[src/rtl/msrv32_immediate_adder.sv]
// Immediate adder: base (pc or rs1) + immediate, with a combinational lookahead sum and a
// registered target address. Define IADDER_MISALIGN_CHK_EN to register the target-misaligned flag.
module msrv32_immediate_adder #(
  parameter int XLEN = 32
) (
  input  logic            ms_riscv32_mp_clk_in,
  input  logic            ms_riscv32_mp_rst_n_in,
  input  logic [XLEN-1:0] pc_in,
  input  logic [XLEN-1:0] rs_1_in,
  input  logic            i_adder_src_in,
  input  logic [XLEN-1:0] imm_in,
  input  logic            stall_in,
  output logic [XLEN-1:0] i_adder_out,
  output logic [XLEN-1:0] i_adder_sum_comb_out,
  output logic            misaligned_out
);

  logic [XLEN-1:0] base;
  logic [XLEN-1:0] sum;
  logic [XLEN-1:0] target_d;
  logic [XLEN-1:0] target_q;

  assign base = i_adder_src_in ? rs_1_in : pc_in;
  assign sum  = base + imm_in;

  assign i_adder_sum_comb_out = sum;

  // JALR clears bit 0 of the computed target; pc-relative targets pass through untouched.
  assign target_d = i_adder_src_in ? {sum[XLEN-1:1], 1'b0} : sum;

  always_ff @(posedge ms_riscv32_mp_clk_in or negedge ms_riscv32_mp_rst_n_in) begin
    if (!ms_riscv32_mp_rst_n_in) begin
      target_q <= '0;
    end else if (!stall_in) begin
      target_q <= target_d;
    end
  end

  assign i_adder_out = target_q;

`ifdef IADDER_MISALIGN_CHK_EN
  logic misaligned_d;
  logic misaligned_q;

  assign misaligned_d = target_d[1];

  always_ff @(posedge ms_riscv32_mp_clk_in or negedge ms_riscv32_mp_rst_n_in) begin
    if (!ms_riscv32_mp_rst_n_in) begin
      misaligned_q <= 1'b0;
    end else if (!stall_in) begin
      misaligned_q <= misaligned_d;
    end
  end

  assign misaligned_out = misaligned_q;
`else
  assign misaligned_out = 1'b0;
`endif

endmodule

[config.mk]
export PLATFORM = sky130hd
export DESIGN_NAME = msrv32_immediate_adder
export DESIGN_NICKNAME = d
export VERILOG_FILES = /design/src/rtl/msrv32_immediate_adder.sv
export SDC_FILE = /design/constraint.sdc
export NUM_CORES = 1
export LEC_CHECK = 0
export CAP_MARGIN = 30
export CORE_MARGIN = 3
export CORE_UTILIZATION = 30
export DETAILED_ROUTE_END_ITERATION = 10
export DONT_BUFFER_PORTS = 1
export GPL_TIMING_DRIVEN = 0
export HOLD_SLACK_MARGIN = 0.08
export PLACE_DENSITY_LB_ADDON = 0.15
export SKIP_LAST_GASP = 1
export SYNTH_ARGS = -nofsm -noshare
export SYNTH_HDL_FRONTEND = slang
export SYNTH_SLANG_ARGS = --single-unit
[constraint.sdc]
create_clock -name ms_riscv32_mp_clk_in -period 4.7 [get_ports ms_riscv32_mp_clk_in]
set_input_delay 0 -clock ms_riscv32_mp_clk_in [delete_from_list [all_inputs] [get_ports ms_riscv32_mp_clk_in]]
set_output_delay 0 -clock ms_riscv32_mp_clk_in [all_outputs]
set_load 0.05 [all_outputs]
# Yosys cells after proc, flatten, opt, wreduce, memory -nomap -nowiden
# Index checks and enable logic that the tools add are counted.
[op_classes] add_sub_neg=1 n_mul=0 div_mod_pow=0 magnitude_cmp=0 n_eq_ne=0 shift=0 mux=2 bitwise=0 n_reduce_logical=0
[ops] cell="$add A32 B32 Y32" count=1
[ops] cell="$mux W32" count=1
[ops] cell="$mux W1" count=1
[totals] ff_bits=32 latch_bits=0 ram_bits=0 romBits=0 input_bits=100 output_inout_bits=65 elab_cells=4 memories=0

# Longest topological paths before layout
# Gate-level depths: netlist of run 1.
[logic_depth] ltp_word=3 depth_mapped=12 ltp_nobuf=9

# Worst setup path after synthesis of run 1
# Ideal clock, no wire load.
[synth_path] kind="input port to output port" startpoint="in i_adder_src_in" endpoint="out i_adder_sum_comb_out[29]" t_arrival_ns=2.932 required_ns=4.700 slack_ns=1.768 path_stages=11 path_buffers=3 path_cell_list="clkbuf_1 -> clkbuf_1 -> mux2_2 -> ha_1 -> a21oi_2 -> a2111oi_4 -> or4_4 -> o2111ai_1 -> nand2_1 -> a311oi_1 -> buf_4"
[synth_via] elab_chain_len=2
[synth_lines] item="start: declaration" line="10" rtl="input logic i_adder_src_in,"
[synth_lines] item="$mux W32" line="23" rtl="assign base = i_adder_src_in ? rs_1_in : pc_in;"
[synth_lines] item="$add A32 B32 Y32" line="24" rtl="assign sum = base + imm_in;"
[synth_lines] item="end: declaration" line="14" rtl="output logic [XLEN-1:0] i_adder_sum_comb_out,"
# No other way between the ends.

# Worst setup path in the final report of run 1
[layout_path] startpoint="in i_adder_src_in" endpoint="out i_adder_sum_comb_out[28]"
# Same word-level chain as after synthesis.

==> results of run 1 <==
path summary, 6_finish.rpt:
kind / slack (ns) / end
hold reg to reg: 0.80 / i_adder_out[4]
max in group asynchronous: 4.27 / i_adder_out[22]
hold / removal: 0.12 / i_adder_out[1]
min in group asynchronous: 0.24 / i_adder_out[28]
setup reg to reg: 3.52 / i_adder_out[19]
setup / recovery: 0.78 / i_adder_sum_comb_out[28]
per-layer routing:
| metal | GRT usage (%) | wire, µm |
|---|---|---|
| met1 | 24.09 | 5970 |
| met3 | 2.488 | 738 |
| met2 | 27.00 | 5973 |
| met5 | 0 | 0 |
| met4 | 2.519 | 82 |
stage by stage:
step	hold slack (ns)	cell area (µm²)
floorplan	-0.2956	4065
finish	0.1183	4474
CTS	0.1290	4474
global route	0.1219	4474
detailed placement	-0.2942	4280
global placement	-0.2943	4280
power by group through the flow:
stage	sequential, W	clock (W)	combinational (W)
2_1_floorplan	0.000648	0	0.000823
3_3_place_gp	0.000673	0	0.000956
3_5_place_dp	0.000676	0	0.000964
4_1_cts	0.000670	0.000379	0.000977
5_1_grt	0.000677	0.000390	0.00105
6_report	0.000666	0.000369	0.000968
cells by family after synthesis:
| logic type | after synthesis | share of synthesized area [%] |
|---|---|---|
| AOI/OAI and AO/OA | 132 | 24.53 |
| buffers and inverters | 75 | 10.03 |
| DFF | 32 | 19.70 |
| xor gates and xnor gates | 25 | 5.571 |
| and+or+nand+nor | 135 | 16.28 |
| muxes | 50 | 13.76 |
| other | 1 | 0.09225 |
| adders and majority gates | 32 | 10.03 |
critical path, stage by stage:
cell and delay, ns:
clkbuf_1 0.49, clkbuf_1 0.45, mux2_2 0.39, ha_1 0.27, buf_2 0.23, nand4_1 0.19
a2111oi_0 0.32, a21oi_1 0.17, a2111oi_1 0.85, nor4_1 0.15, nor2_1 0.17, buf_4 0.22
cells in the final DEF, fill, tap and decap left out, types with 6 or more instances in the layout:
cell type / n
a21oi_1: 31
buf_4: 32
mux2_2: 47
a21o_1: 13
dfrtp_1: 32
nand4_1: 8
o21ai_0: 14
o31ai_1: 6
nand3_1: 8
xor2_1: 11
xnor2_1: 13
nand2_1: 51
ha_1: 31
nor2_1: 28
a211oi_1: 9
and3_1: 7
inv_1: 15
clkbuf_1: 21
layout make-up:
cell class	instances	area, µm²
fillers	1399	8453
multi-input cells	375	2856
flip-flops and latches	32	800.8
plain buffers	59	347.8
well taps	172	215.2
clock buffers	6	128.9
inverters	16	60.06
clock inverters	2	35.03
repair buffers	2	30.03
what timing repair did:
item	in CTS	in global routing
hold buffers	2	0
setup endpoints to repair	0	0
setup buffers	0	0
endpoints found under the hold margin	32	0
==> qor.yml, run 1 <==
synthesis:
  synth.largest_area_cell: "dfrtp_1"
  synth_area_um2: 4065
  post_synth.cell_area_avg_um2: 8.434
  ys_seq_elements: 32
  synth_most_common_cell: "nand2_1"
  synth_top_cells_by_count: "nand2_1 (51), mux2_2 (47), buf_4 (32), dfrtp_1 (32)"
  async_flop_share_pct: 100.0
  yosys_most_used_dff: "dfrtp_1"
  syn_nets: 614
  ys_warn_count: 0
  synth_top_area_share_pct: 19.70
  synthDistinctLibCells: 71
  synth_edf_count: 0
  ys_top_cells_by_area: "dfrtp_1 (20%), mux2_2 (13%), ha_1 (9.5%)"
  syn_inst: 482
  ys_seq_area_share_pct: 19.70
global_routing:
  grt_max_degree: 33
  overflow: 0
  track_usage_pct: 16.72
  antenna_found_initial: 0
  grt_first_pass_wirelength_um: 19720
  first_global_vias: 3553
timing:
  setup_ws_ns: 0.7816
  relSlewSlack_pct: 37.18
  period_share_pct: 83.37
  fin_setup_tns_ns: 0
  rsz0062_at_grt: "false"
  report.final.setup_viol: 0
  final_max_slew_viol_count: 0
  hold_viol_final: 0
  max_freq_mhz: 255.2
  post-route-min-period_ns: 3.918
  fin_skew_ns: 0
  worstMarginPinSlew_ns: 0.9399
drt:
  drt_pass1_iterations: 4
  vias: 3585
  drcViolationCount: 0
  wl_per_cell_um: 19.22
  routed_via_density: 5.399
  antenna_left: 0
  wirelength_um: 12770
  drt_iter0_markers: 236
power:
  finalPower_w: 0.002003
  power.switching_w: 0.001085
  intPower_w: 0.0009181
  power_per_cell_area_nw_per_um2: 447.7
  switching_share_pct: 54.17
  pwr-share-comb_pct: 48.3
  p_leak_nw: 1.890
  seq_power_share_pct: 33.2
  clkPwrFrac_pct: 18.4
  vdd_ir_drop_max_v: 0.0001254
cts:
  clk_path_buf_depth: 2
  cts_tree: "yes"
  htree_levels: 2
  clk_pin_slew_ns: 0.05
  clock-sinks: 32
  cts_buffers: 5
  clkLatencyLatePin_ns: 0.27
  cts_resized: 0
  cts-root-buf: "clkbuf_16"
placement:
  gp_congestion: 0.8739
  detailed_place_hpwl_um: 10600
  dp.cells: 654
  pre_cts_slack_ns: 0.7863
  port_buffers: 0
worst_setup_path:
  worstPathArrival_ns: 3.92
  crit_type: "in -> out"
  worstPathMaxFanout: 10
  crit_start: "i_adder_src_in"
  ff2ff_path_depth: 2
  critical_path_required_ns: 4.70
  start_kind: "input port"
  end_kind: "output pin"
  r2r_start: "i_adder_out[19]"
worst_hold_path:
  min-delay-start: "imm_in[1]"
  min_path_cells: 2
  hold_class: "in -> reg"
layout:
  finalNetCount: 623
  fin_util_pct: 34.61
  final_cells: 664
  drive_above_1_share_pct: 22.36
  diodes: 0
  largest_reg_flops: 32
  synthToLayoutAreaGrowth_pct: 10.06
floorplanning:
  rows: 41
  die_w_um: 122.4
  start_util_pct: 31.45
  die_h_um: 122.4
  die_area_um2: 14980
  core_area_um2: 12930
  io_pins: 165
run:
  drv_cap: 0
status:
  outcome: "completed"
Note: power is estimated with default switching activity, not from simulation.
==> inputs of run 2 (changes only) <==
--- a/config.mk
+++ b/config.mk
@@ -5,6 +5,7 @@
 export SDC_FILE = /design/constraint.sdc
 export NUM_CORES = 1
 export LEC_CHECK = 0
+export ABC_AREA = 1
 export CAP_MARGIN = 30
 export CORE_MARGIN = 3
 export CORE_UTILIZATION = 30
==> constraint.sdc (replaced) <==
create_clock -name ms_riscv32_mp_clk_in -period 4 [get_ports ms_riscv32_mp_clk_in]
set_input_delay 0 -clock ms_riscv32_mp_clk_in [delete_from_list [all_inputs] [get_ports ms_riscv32_mp_clk_in]]
set_output_delay 0 -clock ms_riscv32_mp_clk_in [all_outputs]
set_load 0.05 [all_outputs]
==> run 2 against run 1 <==
Effect of this change:
- clock skew did not move
- non-clock buffer count down 11
- critical path depth rose by 5
- area after synthesis grew 6.3%
- hold slack lost 0.026 ns
- cell count rose by 45%
- power is 4.6% higher
- routed wire length increased by 2.4%
- critical path type unchanged
- highest routed layer unchanged
==> qor.yml, run 2 <==
status:
  outcome: "completed"  # unchanged
worst_setup_path:
  crit_type: "in -> out"  # unchanged
  worstReg2RegEnd: "i_adder_out[24]"  # was i_adder_out[19]
  crit_start: "i_adder_src_in"  # unchanged
  reg2reg_slack_ns: 3.07  # was 3.52 ns
  end_kind: "output pin"  # unchanged
  cp_top_family: "buffers and inverters"  # unchanged
  worstPathMaxFanout: 10  # unchanged
  critPathBufInv: 4  # unchanged
  r2r_start: "i_adder_out[24]"  # was i_adder_out[19]
  critical_path_required_ns: 4.00  # was 4.70 ns
  worstPathArrival_ns: 3.11  # was 3.92 ns
  worstPathCellList: "clkbuf_1 > inv_1 > clkbuf_1 > nand2_1 > nand2_1 > fa_1 > nand3_1 > nand3_1 > nand2_1 > nand2_1 > nand2_1 > nand2_2 > nand2_1 > nand2_1 > nand2_1 > and2_1 > buf_4"  # was clkbuf_1 > clkbuf_1 > mux2_2 > ha_1 > buf_2 > nand4_1 > a2111oi_0 > a21oi_1 > a2111oi_1 > nor4_1 > nor2_1 > buf_4
  ff2ff_path_depth: 2  # unchanged
  slowest_delay_ns: 0.48  # was 0.85 ns
  crit_top_cell: "nand2_1"  # was clkbuf_1
  start_kind: "input port"  # unchanged
  cpMaxStageDelayCell: "clkbuf_1"  # was a2111oi_1
layout:
  n_fill_cell: 1654  # was 1,399
  layout_common_cells: "nand2_1 (391), inv_1 (113), nor2_1 (35)"  # was nand2_1 (51), mux2_2 (47), buf_4 (32), dfrtp_1 (32)
  final_cells: 963  # was 664
  finalNetCount: 914  # was 623
  diodes: 0  # unchanged
  largest_reg_flops: 32  # unchanged
  synthToLayoutAreaGrowth_pct: 9.815  # was 10.06%
  final_common_cell: "nand2_1"  # unchanged
  drive_above_1_share_pct: 9.579  # was 22.36%
synthesis:
  synth_xor_area_share_pct: 3.937  # was 5.571%
  synth_area_um2: 4322  # was 4065 µm²
  ys_seq_area_share_pct: 18.53  # was 19.70%
  synth_compound_area_share_pct: 2.866  # was 24.53%
  async_flop_share_pct: 100.0  # unchanged
  synth_most_common_cell: "nand2_1"  # unchanged
  synth_top_area_share_pct: 33.96  # was 19.70%
  syn_inst: 771  # was 482
  synth_top_family_by_area: "simple AND/OR/NAND/NOR gates"  # was compound AO/OA/AOI/OAI gates
  synth_edf_count: 0  # unchanged
  ys_warn_count: 0  # unchanged
  ys_top_cells_by_area: "nand2_1 (34%), dfrtp_1 (19%), inv_1 (9.8%)"  # was dfrtp_1 (20%), mux2_2 (13%), ha_1 (9.5%)
  ys_seq_elements: 32  # unchanged
  synthDistinctLibCells: 29  # was 71
  post_synth.cell_area_avg_um2: 5.605  # was 8.434 µm²
  synthAdderAreaFrac_pct: 9.438  # was 10.03%
  yosys.area_share.simple_pct: 48.26  # was 16.28%
  synth_top_cells_by_count: "nand2_1 (391), inv_1 (113), nor2_1 (35)"  # was nand2_1 (51), mux2_2 (47), buf_4 (32), dfrtp_1 (32)
  yosys_most_used_dff: "dfrtp_1"  # unchanged
  synth.largest_area_cell: "nand2_1"  # was dfrtp_1
  syn_nets: 903  # was 614
  synth_mux_area_share_pct: 0  # was 13.76%
drt:
  drt-met1-wl_um: 6668  # was 5970 µm
  drt_pass1_iterations: 4  # unchanged
  wl_per_cell_um: 13.58  # was 19.22 µm
  vias: 4097  # was 3,585
  antenna_left: 0  # unchanged
  wirelength_um: 13070  # was 12,770 µm
  routed_via_density: 4.254  # was 5.399
  met3_length_um: 728  # was 738 µm
  drcViolationCount: 0  # unchanged
  top_layer: "met4"  # unchanged
  met2WireLength_um: 5553  # was 5973 µm
  drt_iter0_markers: 231  # was 236
placement:
  detailed_place_hpwl_um: 11480  # was 10,600 µm
  port_buffers: 0  # unchanged
  dp.cells: 951  # was 654
  gp_congestion: 0.8146  # was 0.8739
timing:
  rsz0062_at_grt: "false"  # unchanged
  fin_skew_ns: 0  # unchanged
  fin_setup_tns_ns: 0  # unchanged
  hold_viol_final: 0  # unchanged
  period_share_pct: 77.71
  worstMarginPinSlew_ns: 0.6504  # was 0.9399 ns
  final_max_slew_viol_count: 0  # unchanged
  post-route-min-period_ns: 3.109
  hold_slack_ns: 0.09178  # was 0.1183 ns
  max_freq_mhz: 321.7
  report.final.setup_viol: 0  # unchanged
  relSlewSlack_pct: 56.64  # was 37.18%
cts:
  cts-root-buf: "clkbuf_16"  # unchanged
  hold_buffers: 4  # was 2
  cts_tree: "yes"  # unchanged
  clkLatencyLatePin_ns: 0.28  # was 0.27 ns
  cts_setup_buffers: 0  # unchanged
  clk_pin_slew_ns: 0.05  # about the same
  clk_path_buf_depth: 2  # unchanged
  cts_resized: 0  # unchanged
  cts_buffers: 5  # unchanged
  htree_levels: 2  # unchanged
  clock-sinks: 32  # unchanged
worst_hold_path:
  min_path_cells: 3  # was 2
  hold_end: "i_adder_out[21]"  # was i_adder_out[1]
  hold_class: "in -> reg"  # unchanged
  min-delay-start: "stall_in"  # was imm_in[1]
power:
  power_per_cell_area_nw_per_um2: 441.6  # was 447.7 nW/µm²
  p_leak_nw: 2.941  # was 1.890 nW
  finalPower_w: 0.002096  # was 0.002003 W
  vdd_ir_drop_max_v: 0.0001566  # was 0.0001254 V
floorplanning:
  core_area_um2: 13990  # was 12,930 µm²
  io_pins: 165  # unchanged
  die_area_um2: 15880  # was 14,980 µm²
  start_util_pct: 30.89  # was 31.45%
  rows: 43  # was 41
  die_h_um: 126.0  # was 122.4 µm
  die_w_um: 126.0  # was 122.4 µm
global_routing:
  overflow: 0  # unchanged
  first_global_vias: 3918  # was 3,553
  grt_first_pass_wirelength_um: 20800  # was 19,720 µm
  track_usage_pct: 16.41  # was 16.72%
  antenna_found_initial: 0  # unchanged
  grt_max_degree: 33  # unchanged
run:
  drv_cap: 0  # unchanged
## run 2: cell types whose count changed after synthesis, sizes merged, moves of 10 or more
cell   previous run  this run
o21ai            17         1
inv              15       116
a21o             13         1
xnor2            13         2
nand2            52       405
nand3             8        35
mux2             47         0
and2              2        16
a21oi            34        20
nor2             29        39
## run 2: kinds of logic after synthesis
logic type / Yosys count
DFF: 32
xor gates and xnor gates: 16
buffers and inverters: 162
adders and majority gates: 32
and+or+nand+nor: 505
other: 1
AOI/OAI and AO/OA: 23
## run 2: layout make-up
class	count	area (µm²)	area share, %
Multi-Input combinational cell	577	2791	58.82
Sequential cell	32	800.8	16.87
Inverter	116	435.4	9.175
Buffer	46	294.0	6.196
Tap cell	180	225.2	4.746
Clock buffer	6	138.9	2.926
Timing Repair Buffer	4	50.05	1.055
Clock inverter	2	10.01	0.2109
## run 2: metal layers
layer / up-vias / track usage, %
met5: - / 0
met4: 0 / 3.785
met3: 7 / 2.375
met2: 101 / 24.91
met1: 1701 / 24.53
li1: 2288 / -
## run 2: through the flow
stage | setup slack [ns] | area (µm²) | util (%)
after floorplan | 1.996 | 4322 | -
after detailed placement | 0.7005 | 4547 | 32.50
after global routing | 0.4941 | 4746 | 33.93
final | 0.8915 | 4746 | 33.93
after CTS | 0.6991 | 4746 | 33.93
after global placement | 0.7418 | 4547 | 32.50
## run 2: report_power, final
part	internal (W)	switching, W
Combinational	0.000311	0.000727
Sequential	0.000387	0.000293
Clock	0.000245	0.000133
## run 2: worst max-delay path by stage
stage | to | slack, ns | cells past startpoint
final | i_adder_sum_comb_out[24] | 0.89 | 17
after global routing | i_adder_sum_comb_out[24] | 0.49 | 17
after CTS | i_adder_sum_comb_out[24] | 0.70 | 17
after detailed placement | i_adder_sum_comb_out[24] | 0.70 | 17
after global placement | i_adder_sum_comb_out[24] | 0.74 | 17
after floorplan | i_adder_sum_comb_out[24] | 2.00 | 16
## run 2: worst reg2reg max path, cell delays in order, from the launching register on
cell,delay [ns]
dfrtp_1,0.66
nand2_1,0.13
nand2_1,0.08
==> inputs of run 3 (changes only) <==
--- a/config.mk
+++ b/config.mk
@@ -5,7 +5,7 @@
 export SDC_FILE = /design/constraint.sdc
 export NUM_CORES = 1
 export LEC_CHECK = 0
-export ABC_AREA = 1
+export ABC_AREA = 0
 export CAP_MARGIN = 30
 export CORE_MARGIN = 3
 export CORE_UTILIZATION = 30
==> constraint.sdc (replaced) <==
create_clock -name ms_riscv32_mp_clk_in -period 2.9 [get_ports ms_riscv32_mp_clk_in]
set_input_delay 0 -clock ms_riscv32_mp_clk_in [delete_from_list [all_inputs] [get_ports ms_riscv32_mp_clk_in]]
set_output_delay 0 -clock ms_riscv32_mp_clk_in [all_outputs]
set_load 0.05 [all_outputs]
==> run 3 against run 2 <==
Effect of this change:
- global-route usage increased by 0.83 points
- largest power group unchanged
- critical path type unchanged
- first-iteration DRC count fell by 37%
- clock-buffer cell count did not move
==> qor.yml, run 3 (synthesized netlist as in run 1, its figures left out) <==
status:
  outcome: "completed"  # unchanged
worst_setup_path:
  crit_top_cell: "clkbuf_8"  # was nand2_1
  crit_type: "in -> out"  # unchanged
  slowest_delay_ns: 0.48  # about the same
  crit_start: "i_adder_src_in"  # unchanged
  critical_path_required_ns: 2.90  # was 4.00 ns
  start_kind: "input port"  # unchanged
  cp_top_family: "compound AO/OA/AOI/OAI gates"  # was buffers and inverters
  cpMaxStageDelayCell: "or4b_1"  # was clkbuf_1
  worstPathMaxFanout: 10  # unchanged
  end_kind: "output pin"  # unchanged
  r2r_start: "i_adder_out[19]"  # was i_adder_out[24]
  worstPathCellList: "clkbuf_8 > clkbuf_8 > mux2_2 > fa_1 > a21o_1 > a22o_1 > a21oi_4 > a21oi_2 > or4b_1 > and3_1 > buf_4"  # was clkbuf_1 > inv_1 > clkbuf_1 > nand2_1 > nand2_1 > fa_1 > nand3_1 > nand3_1 > nand2_1 > nand2_1 > nand2_1 > nand2_2 > nand2_1 > nand2_1 > nand2_1 > and2_1 > buf_4
  worstPathArrival_ns: 2.87  # was 3.11 ns
  critPathBufInv: 3  # was 4
drt:
  drt_pass1_iterations: 4  # unchanged
  wl_per_cell_um: 19.55  # was 13.58 µm
  vias: 3599  # was 4,097
  antenna_left: 0  # unchanged
  routed_via_density: 5.388  # was 4.254
  drcViolationCount: 0  # unchanged
  drt_iter0_markers: 145  # was 231
  wirelength_um: 13060  # was 13,070 µm
layout:
  layout_common_cells: "nand2_1 (49), mux2_2 (47), buf_4 (44), dfrtp_1 (32), nor2_1 (28)"  # was nand2_1 (391), inv_1 (113), nor2_1 (35)
  fin_area_um2: 4871  # was 4746 µm²
  synthToLayoutAreaGrowth_pct: 19.82  # was 9.815%
  finalNetCount: 627  # was 914
  drive_above_1_share_pct: 33.47  # was 9.579%
  final_common_cell: "nand2_1"  # unchanged
  largest_reg_flops: 32  # unchanged
  diodes: 0  # unchanged
power:
  finalPower_w: 0.003389  # was 0.002096 W
  vdd_ir_drop_max_v: 0.0002552  # was 0.0001566 V
  p_leak_nw: 1.991  # was 2.941 nW
  power_per_cell_area_nw_per_um2: 695.7  # was 441.6 nW/µm²
timing:
  worstMarginPinSlew_ns: 0.7248  # was 0.6504 ns
  hold_slack_ns: 0.09917  # was 0.09178 ns
  period_share_pct: 98.90
  report.final.setup_viol: 0  # unchanged
  final_max_slew_viol_count: 0  # unchanged
  rsz0062_at_grt: "true"  # was false
  relSlewSlack_pct: 51.68  # was 56.64%
  max_freq_mhz: 348.7
  fin_skew_ns: 0  # unchanged
  setup_ws_ns: 0.03191  # was 0.8915 ns
  hold_viol_final: 0  # unchanged
  post-route-min-period_ns: 2.868
floorplanning:
  die_area_um2: 14980  # was 15,880 µm²
  die_w_um: 122.4  # was 126.0 µm
  rows: 41  # was 43
  die_h_um: 122.4  # was 126.0 µm
  io_pins: 165  # unchanged
  start_util_pct: 31.45  # was 30.89%
  core_area_um2: 12930  # was 13,990 µm²
cts:
  clk_path_buf_depth: 2  # unchanged
  clkLatencyLatePin_ns: 0.27  # was 0.28 ns
  clock-sinks: 32  # unchanged
  cts_buffers: 5  # unchanged
  cts_tree: "yes"  # unchanged
  htree_levels: 2  # unchanged
  clk_pin_slew_ns: 0.05  # about the same
  cts-root-buf: "clkbuf_16"  # unchanged
run:
  drv_cap: 0  # unchanged
global_routing:
  first_global_vias: 3752  # was 3,918
  antenna_found_initial: 0  # unchanged
  grt_first_pass_wirelength_um: 20470  # was 20,800 µm
  track_usage_pct: 17.24  # was 16.41%
  overflow: 0  # unchanged
  grt_max_degree: 33  # unchanged
worst_hold_path:
  min-delay-start: "imm_in[1]"  # was stall_in
  hold_class: "in -> reg"  # unchanged
placement:
  dpl_cell_area_um2: 4282  # was 4547 µm²
  port_buffers: 0  # unchanged
  detailed_place_hpwl_um: 10590  # was 11,480 µm
  pre_cts_slack_ns: -0.9537  # was 0.7005 ns
  gp_congestion: 0.8519  # was 0.8146
==> run 3: changes by cell type in the layout (fill, tap and decap cells not counted), moves of 8 or more <==
cell	delta
nand4_1	+8
o21ai_0	+12
buf_4	+12
mux2_2	+47
ha_1	-9
a21o_1	+12
nand2_2	-12
nand2_1	-342
xnor2_1	+11
nand3_1	-25
inv_1	-98
a21oi_2	+11
and2_1	-14
==> run 3: repair_timing <==
item | CTS | global route
endpoints found under the setup margin | 45 | 16
buffers inserted | 6 | 6
hold endpoints to repair | 32 | 0
resized for setup | 34 | 35
pin swaps | 8 | 7
hold buffers | 2 | 0
==> run 3: report_power, final <==
group	switching, W	total, W	internal (W)
clock	0.000202	0.000607	0.000404
combinational	0.00110	0.00170	0.000600
sequential	0.000523	0.00108	0.000556
==> run 3: layout make-up <==
| class | instances | area [µm²] |
|---|---|---|
| Sequential cell | 32 | 800.8 |
| Buffer | 51 | 352.8 |
| Fill cell | 1372 | 8056 |
| Tap cell | 172 | 215.2 |
| Timing Repair Buffer | 14 | 120.1 |
| Inverter | 16 | 60.06 |
| Multi-Input combinational cell | 375 | 3158 |
| Clock inverter | 2 | 35.03 |
| Clock buffer | 6 | 128.9 |
==> run 3: stage by stage <==
stage                     util, %  TNS [ns]  instances
after floorplan                 -         0        482
after global placement      33.12    -24.43        654
after detailed placement    33.12    -25.26        654
after CTS                   36.04  -0.03851        665
after global routing        37.68   -0.1509        668
final                       37.68         0        668
==> run 3: metal layers <==
layer | track usage [%] | routed length, µm
met1 | 24.60 | 6158
met2 | 27.96 | 6142
met3 | 2.581 | 664
met4 | 2.869 | 93
met5 | 0 | 0
==> run 3: worst paths after layout <==
path                                            endpoint  slack [ns]  cells past startpoint
worst max-delay path            i_adder_sum_comb_out[24]        0.03                     11
worst min-delay path                      i_adder_out[1]         0.1                      2
worst max register to register           i_adder_out[19]        1.75                      2
worst min register to register            i_adder_out[4]        0.80                      2
max in group asynchronous                 i_adder_out[3]        2.52                      2
min in group asynchronous                i_adder_out[28]        0.18                      2
==> run 3: worst reg2reg max path, delay by kind of cell (launching register included) <==
| kind | cells | cell delay (ns) |
|---|---|---|
| compound gates | 1 | 0.28 |
| buf+inv | 1 | 0.11 |
| flops | 1 | 0.67 |
